$ cat src/rtl/debounce_multi_ch_if.sv
// Pin/event bundle for the multi-channel button conditioner.
// master drives the raw pins and consumes events; slave is the conditioner.
interface debounce_multi_ch_if #(
    parameter int unsigned CHANNELS = 4
);
    logic [CHANNELS-1:0] btn_raw;
    logic [CHANNELS-1:0] btn_state;
    logic [CHANNELS-1:0] press_pulse;
    logic [CHANNELS-1:0] release_pulse;
    logic [CHANNELS-1:0] long_pulse;
    logic [CHANNELS-1:0] repeat_pulse;
    logic                any_event;

    modport master (
        output btn_raw,
        input  btn_state,
        input  press_pulse,
        input  release_pulse,
        input  long_pulse,
        input  repeat_pulse,
        input  any_event
    );

    modport slave (
        input  btn_raw,
        output btn_state,
        output press_pulse,
        output release_pulse,
        output long_pulse,
        output repeat_pulse,
        output any_event
    );
endinterface

$ cat src/rtl/debounce_multi_ch.sv
// N-channel push-button conditioner: sync, polarity fix, tick-based debounce,
// press/release/long-press/auto-repeat events on a shared tick prescaler.
//
// Hold FSM, one per channel:
//   state   | meaning
//   --------+--------------------------------------------------------------
//   ST_IDLE | button released; hold/repeat counters parked at zero
//   ST_HELD | accepted press, counting ticks towards long_pulse
//   ST_LONG | long press reached; counting repeat period (or parked if off)
module debounce_multi_ch #(
    parameter int unsigned         CLK_FREQ_HZ     = 10_000_000,
    parameter int unsigned         CHANNELS        = 4,
    parameter int unsigned         TICK_HZ         = 10_000,
    parameter int unsigned         DEB_TICKS       = 5,
    parameter int unsigned         LONG_TICKS      = 10_000,
    parameter int unsigned         REPEAT_TICKS    = 0,
    parameter logic [CHANNELS-1:0] ACTIVE_LOW_MASK = '0
) (
    input  logic               clk,
    input  logic               rst,
    debounce_multi_ch_if.slave bus
);
    localparam int unsigned TICK_DIV = CLK_FREQ_HZ / TICK_HZ;
    localparam int unsigned PW = $clog2(TICK_DIV);
    localparam int unsigned DW = $clog2(DEB_TICKS + 1);
    localparam int unsigned LW = (LONG_TICKS > 1) ? $clog2(LONG_TICKS) : 1;
    localparam int unsigned RW = (REPEAT_TICKS > 1) ? $clog2(REPEAT_TICKS) : 1;

    localparam logic [PW-1:0] PRESC_LAST = PW'(TICK_DIV - 1);
    localparam logic [DW-1:0] DEB_LAST   = DW'(DEB_TICKS - 1);
    localparam logic [LW-1:0] LONG_LAST  = LW'(LONG_TICKS - 1);
    localparam logic [RW-1:0] REP_LAST   = RW'(REPEAT_TICKS - 1);

    typedef enum logic [1:0] {
        ST_IDLE = 2'd0,
        ST_HELD = 2'd1,
        ST_LONG = 2'd2
    } hold_state_e;

    logic [PW-1:0] presc_q, presc_d;
    logic          tick;

    always_comb begin
        tick    = (presc_q == PRESC_LAST);
        presc_d = tick ? '0 : presc_q + PW'(1);
    end

    always_ff @(posedge clk) begin
        if (rst) begin
            presc_q <= '0;
        end else begin
            presc_q <= presc_d;
        end
    end

    logic [CHANNELS-1:0] state_v;
    logic [CHANNELS-1:0] press_v;
    logic [CHANNELS-1:0] release_v;
    logic [CHANNELS-1:0] long_v;
    logic [CHANNELS-1:0] repeat_v;
    logic [CHANNELS-1:0] event_d;
    logic                any_event_q;

    for (genvar i = 0; i < CHANNELS; i++) begin : g_ch
        logic          s0_q, s1_q;
        logic          lvl;
        logic          state_q, state_d;
        logic [DW-1:0] deb_q, deb_d;
        logic [LW-1:0] hold_q, hold_d;
        logic [RW-1:0] rep_q, rep_d;
        hold_state_e   fsm_q, fsm_d;
        logic          acc_press, acc_release;
        logic          long_now, repeat_now;
        logic          press_q, release_q, long_q, repeat_q;

        assign lvl = s1_q ^ ACTIVE_LOW_MASK[i];

        // A change is accepted only after DEB_TICKS ticks with no glitch back.
        always_comb begin
            deb_d       = deb_q;
            state_d     = state_q;
            acc_press   = 1'b0;
            acc_release = 1'b0;
            if (lvl == state_q) begin
                deb_d = '0;
            end else if (tick) begin
                if (deb_q == DEB_LAST) begin
                    state_d     = lvl;
                    deb_d       = '0;
                    acc_press   = lvl;
                    acc_release = ~lvl;
                end else begin
                    deb_d = deb_q + DW'(1);
                end
            end
        end

        // Release is checked first so it always beats a coincident long/repeat tick.
        always_comb begin
            fsm_d      = fsm_q;
            hold_d     = hold_q;
            rep_d      = rep_q;
            long_now   = 1'b0;
            repeat_now = 1'b0;
            unique case (fsm_q)
                ST_IDLE: begin
                    hold_d = '0;
                    rep_d  = '0;
                    if (acc_press) begin
                        fsm_d = ST_HELD;
                    end
                end
                ST_HELD: begin
                    if (acc_release) begin
                        fsm_d  = ST_IDLE;
                        hold_d = '0;
                        rep_d  = '0;
                    end else if (tick) begin
                        if (hold_q == LONG_LAST) begin
                            long_now = 1'b1;
                            fsm_d    = ST_LONG;
                            hold_d   = '0;
                            rep_d    = '0;
                        end else begin
                            hold_d = hold_q + LW'(1);
                        end
                    end
                end
                ST_LONG: begin
                    if (acc_release) begin
                        fsm_d  = ST_IDLE;
                        hold_d = '0;
                        rep_d  = '0;
                    end else if ((REPEAT_TICKS != 0) && tick) begin
                        if (rep_q == REP_LAST) begin
                            repeat_now = 1'b1;
                            rep_d      = '0;
                        end else begin
                            rep_d = rep_q + RW'(1);
                        end
                    end
                end
                default: begin
                    fsm_d  = ST_IDLE;
                    hold_d = '0;
                    rep_d  = '0;
                end
            endcase
        end

        always_ff @(posedge clk) begin
            if (rst) begin
                s0_q      <= ACTIVE_LOW_MASK[i];
                s1_q      <= ACTIVE_LOW_MASK[i];
                state_q   <= 1'b0;
                deb_q     <= '0;
                hold_q    <= '0;
                rep_q     <= '0;
                fsm_q     <= ST_IDLE;
                press_q   <= 1'b0;
                release_q <= 1'b0;
                long_q    <= 1'b0;
                repeat_q  <= 1'b0;
            end else begin
                s0_q      <= bus.btn_raw[i];
                s1_q      <= s0_q;
                state_q   <= state_d;
                deb_q     <= deb_d;
                hold_q    <= hold_d;
                rep_q     <= rep_d;
                fsm_q     <= fsm_d;
                press_q   <= acc_press;
                release_q <= acc_release;
                long_q    <= long_now;
                repeat_q  <= repeat_now;
            end
        end

        assign state_v[i]   = state_q;
        assign press_v[i]   = press_q;
        assign release_v[i] = release_q;
        assign long_v[i]    = long_q;
        assign repeat_v[i]  = repeat_q;
        assign event_d[i]   = acc_press | acc_release | long_now | repeat_now;
    end

    always_ff @(posedge clk) begin
        if (rst) begin
            any_event_q <= 1'b0;
        end else begin
            any_event_q <= |event_d;
        end
    end

    assign bus.btn_state     = state_v;
    assign bus.press_pulse   = press_v;
    assign bus.release_pulse = release_v;
    assign bus.long_pulse    = long_v;
    assign bus.repeat_pulse  = repeat_v;
    assign bus.any_event     = any_event_q;
endmodule

$ cat src/flat_wrapper.sv
// flat-port wrapper written by rule: the top's interface ports become plain ports
module debounce_multi_ch_flat 
#(
    parameter int unsigned         CLK_FREQ_HZ     = 10_000_000,
    parameter int unsigned         CHANNELS        = 4,
    parameter int unsigned         TICK_HZ         = 10_000,
    parameter int unsigned         DEB_TICKS       = 5,
    parameter int unsigned         LONG_TICKS      = 10_000,
    parameter int unsigned         REPEAT_TICKS    = 0,
    parameter logic [CHANNELS-1:0] ACTIVE_LOW_MASK = '0
)
  (clk, rst, bus_btn_raw, bus_btn_state, bus_press_pulse, bus_release_pulse, bus_long_pulse, bus_repeat_pulse, bus_any_event);
  debounce_multi_ch_if #(.CHANNELS(CHANNELS)) bus_i ();
  input  logic clk;
  input  logic rst;
  input wire logic [$bits(bus_i.btn_raw)-1:0] bus_btn_raw;
  output wire logic [$bits(bus_i.btn_state)-1:0] bus_btn_state;
  output wire logic [$bits(bus_i.press_pulse)-1:0] bus_press_pulse;
  output wire logic [$bits(bus_i.release_pulse)-1:0] bus_release_pulse;
  output wire logic [$bits(bus_i.long_pulse)-1:0] bus_long_pulse;
  output wire logic [$bits(bus_i.repeat_pulse)-1:0] bus_repeat_pulse;
  output wire logic [$bits(bus_i.any_event)-1:0] bus_any_event;
  assign bus_i.btn_raw = bus_btn_raw;
  assign bus_btn_state = bus_i.btn_state;
  assign bus_press_pulse = bus_i.press_pulse;
  assign bus_release_pulse = bus_i.release_pulse;
  assign bus_long_pulse = bus_i.long_pulse;
  assign bus_repeat_pulse = bus_i.repeat_pulse;
  assign bus_any_event = bus_i.any_event;
  debounce_multi_ch #(.CLK_FREQ_HZ(CLK_FREQ_HZ), .CHANNELS(CHANNELS), .TICK_HZ(TICK_HZ), .DEB_TICKS(DEB_TICKS), .LONG_TICKS(LONG_TICKS), .REPEAT_TICKS(REPEAT_TICKS), .ACTIVE_LOW_MASK(ACTIVE_LOW_MASK)) u_core (.clk(clk), .rst(rst), .bus(bus_i));
endmodule
$ cat config.mk
export PLATFORM = sky130hd
export DESIGN_NAME = debounce_multi_ch_flat
export DESIGN_NICKNAME = d
export VERILOG_FILES = /design/src/rtl/debounce_multi_ch_if.sv /design/src/rtl/debounce_multi_ch.sv /design/src/flat_wrapper.sv
export SDC_FILE = /design/constraint.sdc
export NUM_CORES = 1
export LEC_CHECK = 0
export ABC_AREA = 1
export CAP_MARGIN = 20
export CORE_MARGIN = 2
export CORE_UTILIZATION = 50
export DETAILED_ROUTE_END_ITERATION = 12
export PLACE_DENSITY = 0.77
export SYNTH_ARGS = -nofsm -noshare
export SYNTH_HDL_FRONTEND = slang
export SYNTH_SLANG_ARGS = --single-unit
$ cat constraint.sdc
create_clock -name clk -period 5.1 [get_ports clk]
set_input_delay 0.765 -clock clk [delete_from_list [all_inputs] [get_ports clk]]
set_output_delay 0.765 -clock clk [all_outputs]
set_load 0.01 [all_outputs]
-- After elaboration in Yosys (flattened, before gate mapping)
Cells that the tools add are included.
- flip-flop bits (word level): 111
- input bits: 6
- output and inout bits: 21
- add/subtract/negate cells: 9
- eq/ne operators: 37
- multiplexer cells: 88
- bitwise gates (word level): 16
- reduce and logical (&&, ||, !) cells: 22
- operator list (kind ; count):
    14-bit 2-to-1 mux ; 16
    14-bit one-hot mux with 2 select lines ; 4
    14-bit by 1-bit adder with 14-bit output (second input constant) ; 4
    14-bit == test (second input constant) ; 4
    1-bit 2-to-1 mux ; 40
    2-bit 2-to-1 mux ; 20
    3-bit by 1-bit != test with 1-bit output (second input constant) ; 8
    2-bit one-hot mux with 3 select lines ; 4
    2-bit by 1-bit != test with 1-bit output (second input constant) ; 8
    4-bit AND reduction ; 4
    3-bit by 1-bit adder with 3-bit output (second input constant) ; 4
    3-bit == test (second input constant) ; 4
    3-bit 2-to-1 mux ; 4
    3-bit AND reduction ; 4
    10-bit by 1-bit adder with 10-bit output (second input constant) ; 1
    10-bit == test (second input constant) ; 1
    2-bit OR reduction ; 5
    2-bit by 1-bit == test with 1-bit output (second input constant) ; 4
    2-bit == test (second input constant) ; 4
    2-bit zero test ; 4
    1-bit inverter ; 8
    1-bit bitwise OR ; 8
    2-bit AND reduction ; 4
    1-bit == test ; 4
    4-bit OR reduction ; 1

-- Longest topological paths before layout
- depth after elaboration: 8
- depth in mapped cells: 13
- depth with buffers taken out: 13

-- Worst setup path before layout
No wires, ideal clock.
- path type: in2reg
- from: input port rst
- to: register u_core.presc_q[7]
- library setup time: 58 ps
- arrival: 1625 ps
- setup slack: 3417 ps
- stages on the path: 5
- path through: inv_1 > clkbuf_1 > nand2_1 > nor2_1 > o21a_1
- longest elaborated chain between the ends: 1
- RTL lines (item ; RTL line ; text):
    from (decl) ; flat_wrapper.sv:15 ; input logic rst;
    2-bit OR reduction (no source line) ; -- ;
    to (signal assigned) ; debounce_multi_ch.sv:52 ; presc_q <= presc_d;
    to (decl) ; debounce_multi_ch.sv:40 ; logic [PW-1:0] presc_q, presc_d;
Every way passes these cells.
A chain may end at the register's enable or synchronous reset.

-- Final worst setup path
Ends and elaborated chain as after synthesis.

==> flow_metrics.env <==
export IMPL_maxSlewViolCount=0
export IMPL_cap_violations=0
export IMPL_setup_violations_final=0
export IMPL_outcome="finished clean"
export IMPL_dieArea_um2=12550
export IMPL_fin_area_um2=6241
export IMPL_postPlaceCellArea_um2=5976
export IMPL_cts_root_buf="clkbuf_16"
export IMPL_netlist_area_um2=5834
export IMPL_cts_tree="built"
export IMPL_mostFrequentLayoutCells="nand2_1 (182), nor2_1 (169), inv_1 (112), dfxtp_1 (111), nand3_1 (52)"
export IMPL_tns_ns=0
export IMPL_syn_avg_cell_area_um2=6.840
export IMPL_grt_total_usage_pct=18.29
export IMPL_clkLatencyLatePin_ns=0.35
export IMPL_core_um2=11420
export IMPL_layout_commonest_cell="nand2_1"
export IMPL_final_cells=999
export IMPL_setup_ws_ns=2.636
export IMPL_max_freq_mhz=405.8
export IMPL_syn_inst=853
export IMPL_synth_cell_types=36
export IMPL_grt_overflow=0
export IMPL_busiest_layer="met2"
export IMPL_dpl_cell_count=985
export IMPL_place_congestion=0.8385
export IMPL_synth_area_leaders="dfxtp_1 (38%), nand2_1 (12%), nor2_1 (11%)"
export IMPL_detail_route_wl_per_cell_um=10.87
export IMPL_reg2reg_depth=12
export IMPL_final_antenna_net_count=0
export IMPL_yosys_warnings=0
export IMPL_period_share_pct=48.32
export IMPL_nets=872
export IMPL_htreeDepth=3
export IMPL_grt_pass1_wl_um=19140
export IMPL_rsz0062_at_grt="no"
export IMPL_reg2reg_slack_ns=2.88
export IMPL_start_util_pct=51.10
export IMPL_min_path_cells=2
export IMPL_cts_buffer_depth=2
export IMPL_maxSlewHeadroom_pct=43.51
export IMPL_endpoint_kind="flop"
export IMPL_diodes=0
export IMPL_drc_errors=0
export IMPL_die_x_um=112.0
export IMPL_regToRegEndpoint="u_core.g_ch[2].hold_q[13]$_SDFFE_PP0P_"
export IMPL_area_growth_pct=6.970
export IMPL_dr_pass1_iters=5
export IMPL_antenna_found_initial=0
export IMPL_numCtsBuffers=9
export IMPL_grt_use_met1_pct=24.32
export IMPL_synth_edff_count=0
export IMPL_row_count=39
export IMPL_clk_pin_slew_ns=0.07
export IMPL_drt_iter0_markers=386
export IMPL_grt_pass1_vias=4373
export IMPL_critical_path_arrival_ns=2.77
export IMPL_synth_main_ff_cell="dfxtp_1"
export IMPL_cp_start_kind="input pin"
export IMPL_post_route_util_pct=54.66
export IMPL_hp_class="reg -> reg"
export IMPL_ctsResizeCount=0
export IMPL_leakage_nw=2.513
export IMPL_grt_max_degree=25
export IMPL_totalWireLength_um=10860
export IMPL_vias_per_cell=4.930
export IMPL_hold_viol_final=0
export IMPL_min_to="u_core.g_ch[2].lvl$_SDFF_PP0_"
export IMPL_required_ns=5.40
export IMPL_synth_top_area_share_pct=38.09
export IMPL_cts_sinks=111
export IMPL_ctsHoldBuffers=0
export IMPL_layout_min_cycle_time_ns=2.464
export IMPL_io_buffers=22
export IMPL_cts_setup_buffers=0
export IMPL_crit_start="rst"
export IMPL_io_pins=27
export IMPL_ir_drop_uv=235.1
export IMPL_cpPeakStageDelay_ns=0.63
export IMPL_skew_ns=0.007948
export IMPL_r2r_start="u_core.presc_q[0]$_SDFF_PP0_"
export IMPL_use_met3_pct=2.970
export IMPL_path_cells="clkdlybuf4s50_1 -> buf_4 -> inv_1 -> nand2_1 -> nor2_1 -> o21a_1"
export IMPL_hp_start="u_core.g_ch[2].s0_q$_SDFF_PP0_"
export IMPL_critPathKind="in -> reg"
export IMPL_crit_slowest_cell="inv_1"
export IMPL_dp_slack_ns=2.271
export IMPL_dp_hpwl_um=7665
export IMPL_synth_seq_area_share_pct=38.09
export IMPL_ys_ff_latch=111
export IMPL_vias=4925
export IMPL_crit_fanout=24
export IMPL_drive_gt1_share_pct=5.841
export IMPL_grt_use_met2_pct=29.49
export IMPL_yosys_area_top_type="dfxtp_1"
export IMPL_synthArstFlopShare_pct=0
export IMPL_powerDensity_nw_per_um2=251.0
export IMPL_die_h_um=112.0
export IMPL_worst_pin_slew_ns=0.8396
[critical path: cells and delay by family]
kind,cells,cell delay (ns)
AO/OA/AOI/OAI,1,0.12
buffers and inverters,3,1.25
AND/OR/NAND/NOR,2,0.62
[power by group]
| group | switching [mW] | internal [mW] | leakage, nW |
|---|---|---|---|
| clock | 0.299 | 0.352 | 0.132 |
| sequential | 0.00455 | 0.872 | 0.896 |
| combinational | 0.0261 | 0.0115 | 1.49 |
[through the flow]
step | power (mW) | hold slack, ns
after CTS | 1.585 | 0.4035
after global placement | 0.9339 | 0.3900
after detailed placement | 0.9345 | 0.3943
final | 1.566 | 0.4055
after global routing | 1.623 | 0.4195
after floorplan | 0.9262 | 0.3883
[layer usage]
layer | vias to the layer above | wire length, um
li1 | 2664 | -
met1 | 2189 | 5502
met2 | 58 | 4801
met3 | 14 | 306
met4 | 0 | 247
met5 | - | 0
[how the worst max path moves through the flow]
stage                                    to  cells past startpoint
2_1_floorplan  u_core.presc_q[7]$_SDFF_PP0_                      5
6_report       u_core.presc_q[7]$_SDFF_PP0_                      6
4_1_cts        u_core.presc_q[7]$_SDFF_PP0_                      6
3_5_place_dp   u_core.presc_q[7]$_SDFF_PP0_                      6
5_1_grt        u_core.presc_q[7]$_SDFF_PP0_                      6
3_3_place_gp   u_core.presc_q[7]$_SDFF_PP0_                      6
[cell usage after synthesis, types with 3 or more instances]
cell / number
nand2_1: 182
nor2_1: 169
inv_1: 112
dfxtp_1: 111
nand3_1: 52
a21oi_1: 39
buf_4: 26
nor3_1: 26
nand4_1: 19
xor2_1: 16
ha_1: 13
a211oi_1: 8
o21ai_0: 8
nand2_2: 7
nand3_2: 6
nand3b_1: 6
nor2_2: 6
buf_6: 5
a31o_2: 4
clkbuf_1: 4
nand2_4: 4
nor4_1: 4
inv_2: 3
nor3_2: 3
nor3b_1: 3
[sequential cells by signal, indices dropped and copies added (netlist names), 8 cells and up]
| signal | flops |
|---|---|
| u_core.g_ch.fsm_q | 8 |
| u_core.presc_q | 10 |
| u_core.g_ch.hold_q | 56 |
| u_core.g_ch.deb_q | 12 |
[cell type report]
class | instances | area, um2
inverters | 115 | 431.7
repair buffers | 23 | 227.7
well taps | 143 | 178.9
clock inverters | 1 | 5.005
fillers | 1104 | 5177
clock buffers | 13 | 260.3
multi-input cells | 593 | 2915
flip-flops and latches | 111 | 2222
[cell families after synthesis]
| logic type | after synthesis | synth area share [%] |
|---|---|---|
| adders and majority gates | 13 | 2.788 |
| other | 1 | 0.06427 |
| xor gates and xnor gates | 18 | 2.702 |
| DFF | 111 | 38.09 |
| buffers and inverters | 152 | 12.14 |
| AOI/OAI and AO/OA | 66 | 6.476 |
| and+or+nand+nor | 492 | 37.74 |
(Power assumes the default switching activity.)
==> RTL edit 1 (same flow settings) <==
`DEB_TICKS` is set to 5 in 2 places; all go to 6.
--- a/src/rtl/debounce_multi_ch.sv
+++ b/src/rtl/debounce_multi_ch.sv
@@ -13,3 +13,3 @@
     parameter int unsigned         TICK_HZ         = 10_000,
-    parameter int unsigned         DEB_TICKS       = 5,
+    parameter int unsigned         DEB_TICKS       = 6,
     parameter int unsigned         LONG_TICKS      = 10_000,
--- a/src/flat_wrapper.sv
+++ b/src/flat_wrapper.sv
@@ -6,3 +6,3 @@
     parameter int unsigned         TICK_HZ         = 10_000,
-    parameter int unsigned         DEB_TICKS       = 5,
+    parameter int unsigned         DEB_TICKS       = 6,
     parameter int unsigned         LONG_TICKS      = 10_000,
Function: no difference found for any inputs over 10 cycles, from zero or initial values and one cycle with rst high; that may be too few to reach the edited logic, so the function may still have changed.
==> RTL edit 1 against the unedited design <==
- design area fell by 4.5%
- sequential cell count stayed put
- largest power group unchanged
- routed wire length is 5.6% lower
- setup slack got worse by 0.16 ns
- maximum frequency shrank 6.0%
- synthesized area is 4.7% lower
- largest cell class unchanged
- final cell count fell by 3.2%
- total power is 0.42% higher
==> RTL edit 1: results (changes against the unedited design) <==
Worst hold path
  – Worst Min Path Start: u_core.g_ch[0].s0_q

Detailed routing
  – Total number of vias: 4780 (-2.9%)
  – DRT iter0 DRCs: 240 (-38%)
  – Per-cell routed wire length: 10.60 µm (-2.4%)
  – WL met3: 382 µm (+25%)
  – Routed wl met2: 4692 µm (-2.3%)
  – Met1 wire length: 5029 µm (-8.6%)

Critical path
  – R2r setup slk: 2.54 ns (-0.34 ns)
  – Reg2Reg Depth: 12 (unchanged)
  – Worst setup startpoint: rst
  – Crit path max fanout: 32 (+33%)
  – Worst path arrival time: 2.90 ns (+0.13 ns)
  – CP endpoint: u_core.g_ch[3].fsm_q[0]
  – Crit Reg-Reg Startpoint: u_core.presc_q[0]

Clock tree
  – Longest Clk Path Bufs: 2 (unchanged)
  – Root Driver: clkbuf_8
  – Worst-path clk slew: 0.11 ns (+0.04 ns)
  – Worst-skew pair later-pin latency: 0.39 ns (+0.04 ns)
  – Num CTS Buffers: 9 (unchanged)

Placement
  – DP Worst Slack: 2.069 ns (-0.2026 ns)
  – HPWL after DPL: 7227 µm (-5.7%)
  – Placed cell area: 0.005692 mm² (-4.8%)
  – Final RePlAce weighted congestion: 0.8736 (+4.2%)
  – Port bufs: 22 (unchanged)
  – Post-Place Cells: 951 (-3.5%)

GRT
  – Global Route Usage Sum: 18.52% (+0.23 points)
  – First-pass GRT wire length: 17860 µm (-6.7%)
  – Largest net degree at the start of global routing: 33 (+32%)
  – Number of global-route vias before repair: 4242 (-3.0%)

Yosys
  – Synth unique cells: 35 (-2.8%)
  – Sequential element share of the synthesized area: 39.96% (+1.9 points)
  – Top post-synthesis cells by count: 181 x nand2_1, 172 x nor2_1, 111 x dfxtp_1
  – Top cells by area, synth: dfxtp_1 40%, nand2_1 12%, nor2_1 12%
  – Cells after synthesis: 822 (-3.6%)

Final layout
  – Final Non-Filler Cells: 967 (-3.2%)
  – Share of layout cells above drive strength 1: 4.232% (-1.6 points)
  – Nets: 833 (-4.5%)
  – Layout filler cell count: 1059 (-4.1%)

Timing
  – Fmax: 381.5 MHz (-6.0%)
  – Setup Skew: 0.01533 ns (+0.007383 ns)
  – Rel. slew slack: 62.96% (+19 points)
  – Slew Viols, Final: 0 (unchanged)

Power
  – Leakage: 2.340 nW (-6.9%)
  – Max VDD drop: 180.6 µV (-23%)

Outcome
  – Status: complete, no violations
-- RTL edit 1: power by group --
| group | leakage (nW) | total [mW] | internal [mW] | switching (mW) |
|---|---|---|---|---|
| combinational | 1.31 | 0.0245 | 0.00853 | 0.0159 |
| clock | 0.130 | 0.674 | 0.377 | 0.297 |
| sequential | 0.896 | 0.874 | 0.871 | 0.00344 |
-- RTL edit 1: how the worst min path moves through the flow --
stage	end	slack, ns	cells past startpoint
floorplan	u_core.g_ch[0].lvl	0.39	2
global placement	u_core.g_ch[1].lvl	0.39	2
detailed placement	u_core.g_ch[2].lvl	0.39	2
CTS	u_core.g_ch[0].lvl	0.41	2
global route	u_core.g_ch[0].lvl	0.41	2
finish	u_core.g_ch[0].lvl	0.40	2
-- RTL edit 1: routing by layer --
| metal | up-vias | GRT usage (%) |
|---|---|---|
| li1 | 2553 | - |
| met1 | 2154 | 23.69 |
| met2 | 63 | 30.34 |
| met3 | 10 | 4.268 |
| met4 | 0 | 7.052 |
| met5 | - | 0 |
-- RTL edit 1: logic make-up (layout without fill, tap and decap cells) --
| logic type | after synthesis | in the layout | share of synthesized area [%] |
|---|---|---|---|
| adder cells (fa/ha/maj) | 5 | 5 | 1.125 |
| other | 1 | 4 | 0.06744 |
| AND/OR/NAND/NOR | 480 | 480 | 37.13 |
| AO/OA/AOI/OAI | 55 | 55 | 5.310 |
| XOR/XNOR | 26 | 26 | 4.095 |
| flip-flops | 111 | 111 | 39.96 |
| buffers and inverters | 144 | 146 | 12.31 |
-- RTL edit 1: final cells by class --
| cell class | instances | area [µm²] | area share (%) |
|---|---|---|---|
| Timing Repair Buffer | 23 | 227.7 | 3.820 |
| Tap cell | 140 | 175.2 | 2.939 |
| Sequential cell | 111 | 2222 | 37.28 |
| Inverter | 107 | 401.6 | 6.738 |
| Clock buffer | 9 | 123.9 | 2.078 |
| Clock inverter | 7 | 145.1 | 2.435 |
| Multi-Input combinational cell | 570 | 2665 | 44.71 |
-- RTL edit 1: critical path, stage by stage --
cell and delay [ns]:
clkdlybuf4s50_1 0.45, buf_4 0.30, clkinv_1 0.54, nand2_1 0.62
nand2_1 0.10, nand2_1 0.08, inv_1 0.03
==> RTL edit 2 (same flow settings) <==
Made on the original files. Make the reset (`rst`) asynchronous in 3 clocked blocks.
--- a/src/rtl/debounce_multi_ch.sv
+++ b/src/rtl/debounce_multi_ch.sv
@@ -47,3 +47,3 @@
 
-    always_ff @(posedge clk) begin
+    always_ff @(posedge clk or posedge rst) begin
         if (rst) begin
@@ -150,3 +150,3 @@
 
-        always_ff @(posedge clk) begin
+        always_ff @(posedge clk or posedge rst) begin
             if (rst) begin
@@ -186,3 +186,3 @@
 
-    always_ff @(posedge clk) begin
+    always_ff @(posedge clk or posedge rst) begin
         if (rst) begin
Behaviour: same outputs for any inputs over 10 cycles, from zero or initial values and one cycle with rst high; that may be too few to reach the edited logic, so the function may still have changed.
==> RTL edit 2 against the unedited design <==
- sequential cell count stayed put
- non-clock buffer count up 1
- routed wire length is 24% higher
- clock skew grew 0.0011 ns
- sequential share of layout area up 3.6 points
- design area increased by 13%
- synthesized area grew 13%
- count of clock-buffer cells in the layout shrank 1
- utilization rose by 0.76 points
- combinational power down 10%
- setup slack gained 0.24 ns
- register-to-register slack about the same
- total power rose by 0.18%
==> RTL edit 2: results (changes against the unedited design) <==
Detailed routing
  – Routed wl met2: 6379 µm (+33%)
  – Vias per cell: 5.073 (+2.9%)
  – Per-cell routed wire length: 12.32 µm (+13%)
  – Met1 wire length: 6301 µm (+15%)
  – Routed WL: 13410 µm (+24%)
  – DRT iter0 DRCs: 457 (+18%)
  – WL met3: 471 µm (+54%)

GRT
  – First-pass GRT wire length: 23430 µm (+22%)
  – Number of global-route vias before repair: 5171 (+18%)
  – M2 GR Usage: 32.90% (+3.4 points)
  – Global Route Usage Sum: 20.33% (+2.0 points)
  – Met3 usage: 5.412% (+2.4 points)
  – Largest net degree at the start of global routing: 82 (+230%)
  – GR Util met1: 26.16% (+1.8 points)

Yosys
  – Top cells by area, synth: dfrtp_1 42%, nand2_1 15%, nor2_1 7.7%
  – Top post-synthesis cells by count: 258 x nand2_1, 136 x nor2_1, 114 x inv_1
  – Sequential element share of the synthesized area: 42.11% (+4.0 points)
  – Yosys warns: 0 (unchanged)
  – FFs w/ async S/R, synth: 100.0% (+100 points)
  – Mapped Avg Cell Area: 7.233 µm² (+5.7%)
  – Synth Flop Type: dfrtp_1

Clock tree
  – Worst-path clk slew: 0.07 ns (about the same)
  – Root Driver: clkbuf_16
  – H-tree levels: 3 (unchanged)

Critical path
  – Worst path slowest cell: nand3_1
  – Crit path largest cell delay: 0.44 ns (-0.19 ns)
  – Worst path arrival time: 2.46 ns (-0.31 ns)
  – Crit path max fanout: 15 (-38%)

Power
  – Max VDD drop: 169.3 µV (-28%)
  – Leakage: 3.500 nW (+39%)

Outcome
  – Status: complete, no violations

Final layout
  – Share of layout cells above drive strength 1: 4.362% (-1.5 points)
  – Layout filler cell count: 1184 (+7.2%)
  – Nets: 932 (+6.9%)

Timing
  – Actual slew at the worst max-slew pin: 0.8445 ns (+0.004885 ns)
  – Setup Skew: 0.009025 ns (+0.001077 ns)

Placement
  – HPWL after DPL: 9528 µm (+24%)
  – DP Worst Slack: 2.644 ns (+0.3734 ns)
  – Post-Place Cells: 1073 (+8.9%)
  – Final RePlAce weighted congestion: 0.8529 (+1.7%)
  – Placed cell area: 0.006787 mm² (+14%)
-- RTL edit 2: worst max-delay path: cells and delay by family (launching register included) --
family | cells | cell delay (ns)
simple gates | 7 | 1.28
fa+ha+maj | 1 | 0.19
compound gates | 1 | 0.07
buf+inv | 1 | 0.19
flops | 1 | 0.37
-- RTL edit 2: layout make-up --
type | count | area, µm² | area share [%]
Timing Repair Buffer | 24 | 255.2 | 3.606
Clock inverter | 3 | 18.77 | 0.2651
Sequential cell | 111 | 2778 | 39.24
Tap cell | 172 | 215.2 | 3.040
Multi-Input combinational cell | 649 | 3120 | 44.08
Inverter | 118 | 445.4 | 6.292
Clock buffer | 12 | 246.5 | 3.482
-- RTL edit 2: cell families (layout without fill, tap and decap cells) --
family	count (synthesis)	in the layout	synth area share (%)
other	1	4	0.05685
xor gates and xnor gates	27	27	3.585
adders and majority gates	13	13	2.466
buffers and inverters	155	157	10.75
and+or+nand+nor	546	546	36.27
DFF	111	111	42.11
AOI/OAI and AO/OA	59	59	4.761
-- RTL edit 2: report_power, final --
part	switching, mW	internal [mW]	total, mW
clock network	0.307	0.343	0.650
registers	0.00248	0.883	0.886
logic	0.0256	0.00818	0.0338
total	0.335	1.23	1.57
-- RTL edit 2: final timing paths --
kind / from / endpoint / slack (ns) / cells after the start
worst max-delay path: u_core.presc_q[0] / u_core.g_ch[0].hold_q[11] / 2.87 / 10
worst min-delay path: u_core.g_ch[1].s0_q / u_core.g_ch[1].lvl / 0.35 / 0
worst max register to register: u_core.presc_q[0] / u_core.g_ch[0].hold_q[11] / 2.87 / 10
worst min register to register: u_core.g_ch[1].s0_q / u_core.g_ch[1].lvl / 0.35 / 0
max in group asynchronous: rst / u_core.g_ch[0].s0_q / 3.35 / 4
min in group asynchronous: rst / u_core.g_ch[1].hold_q[2] / 0.73 / 2
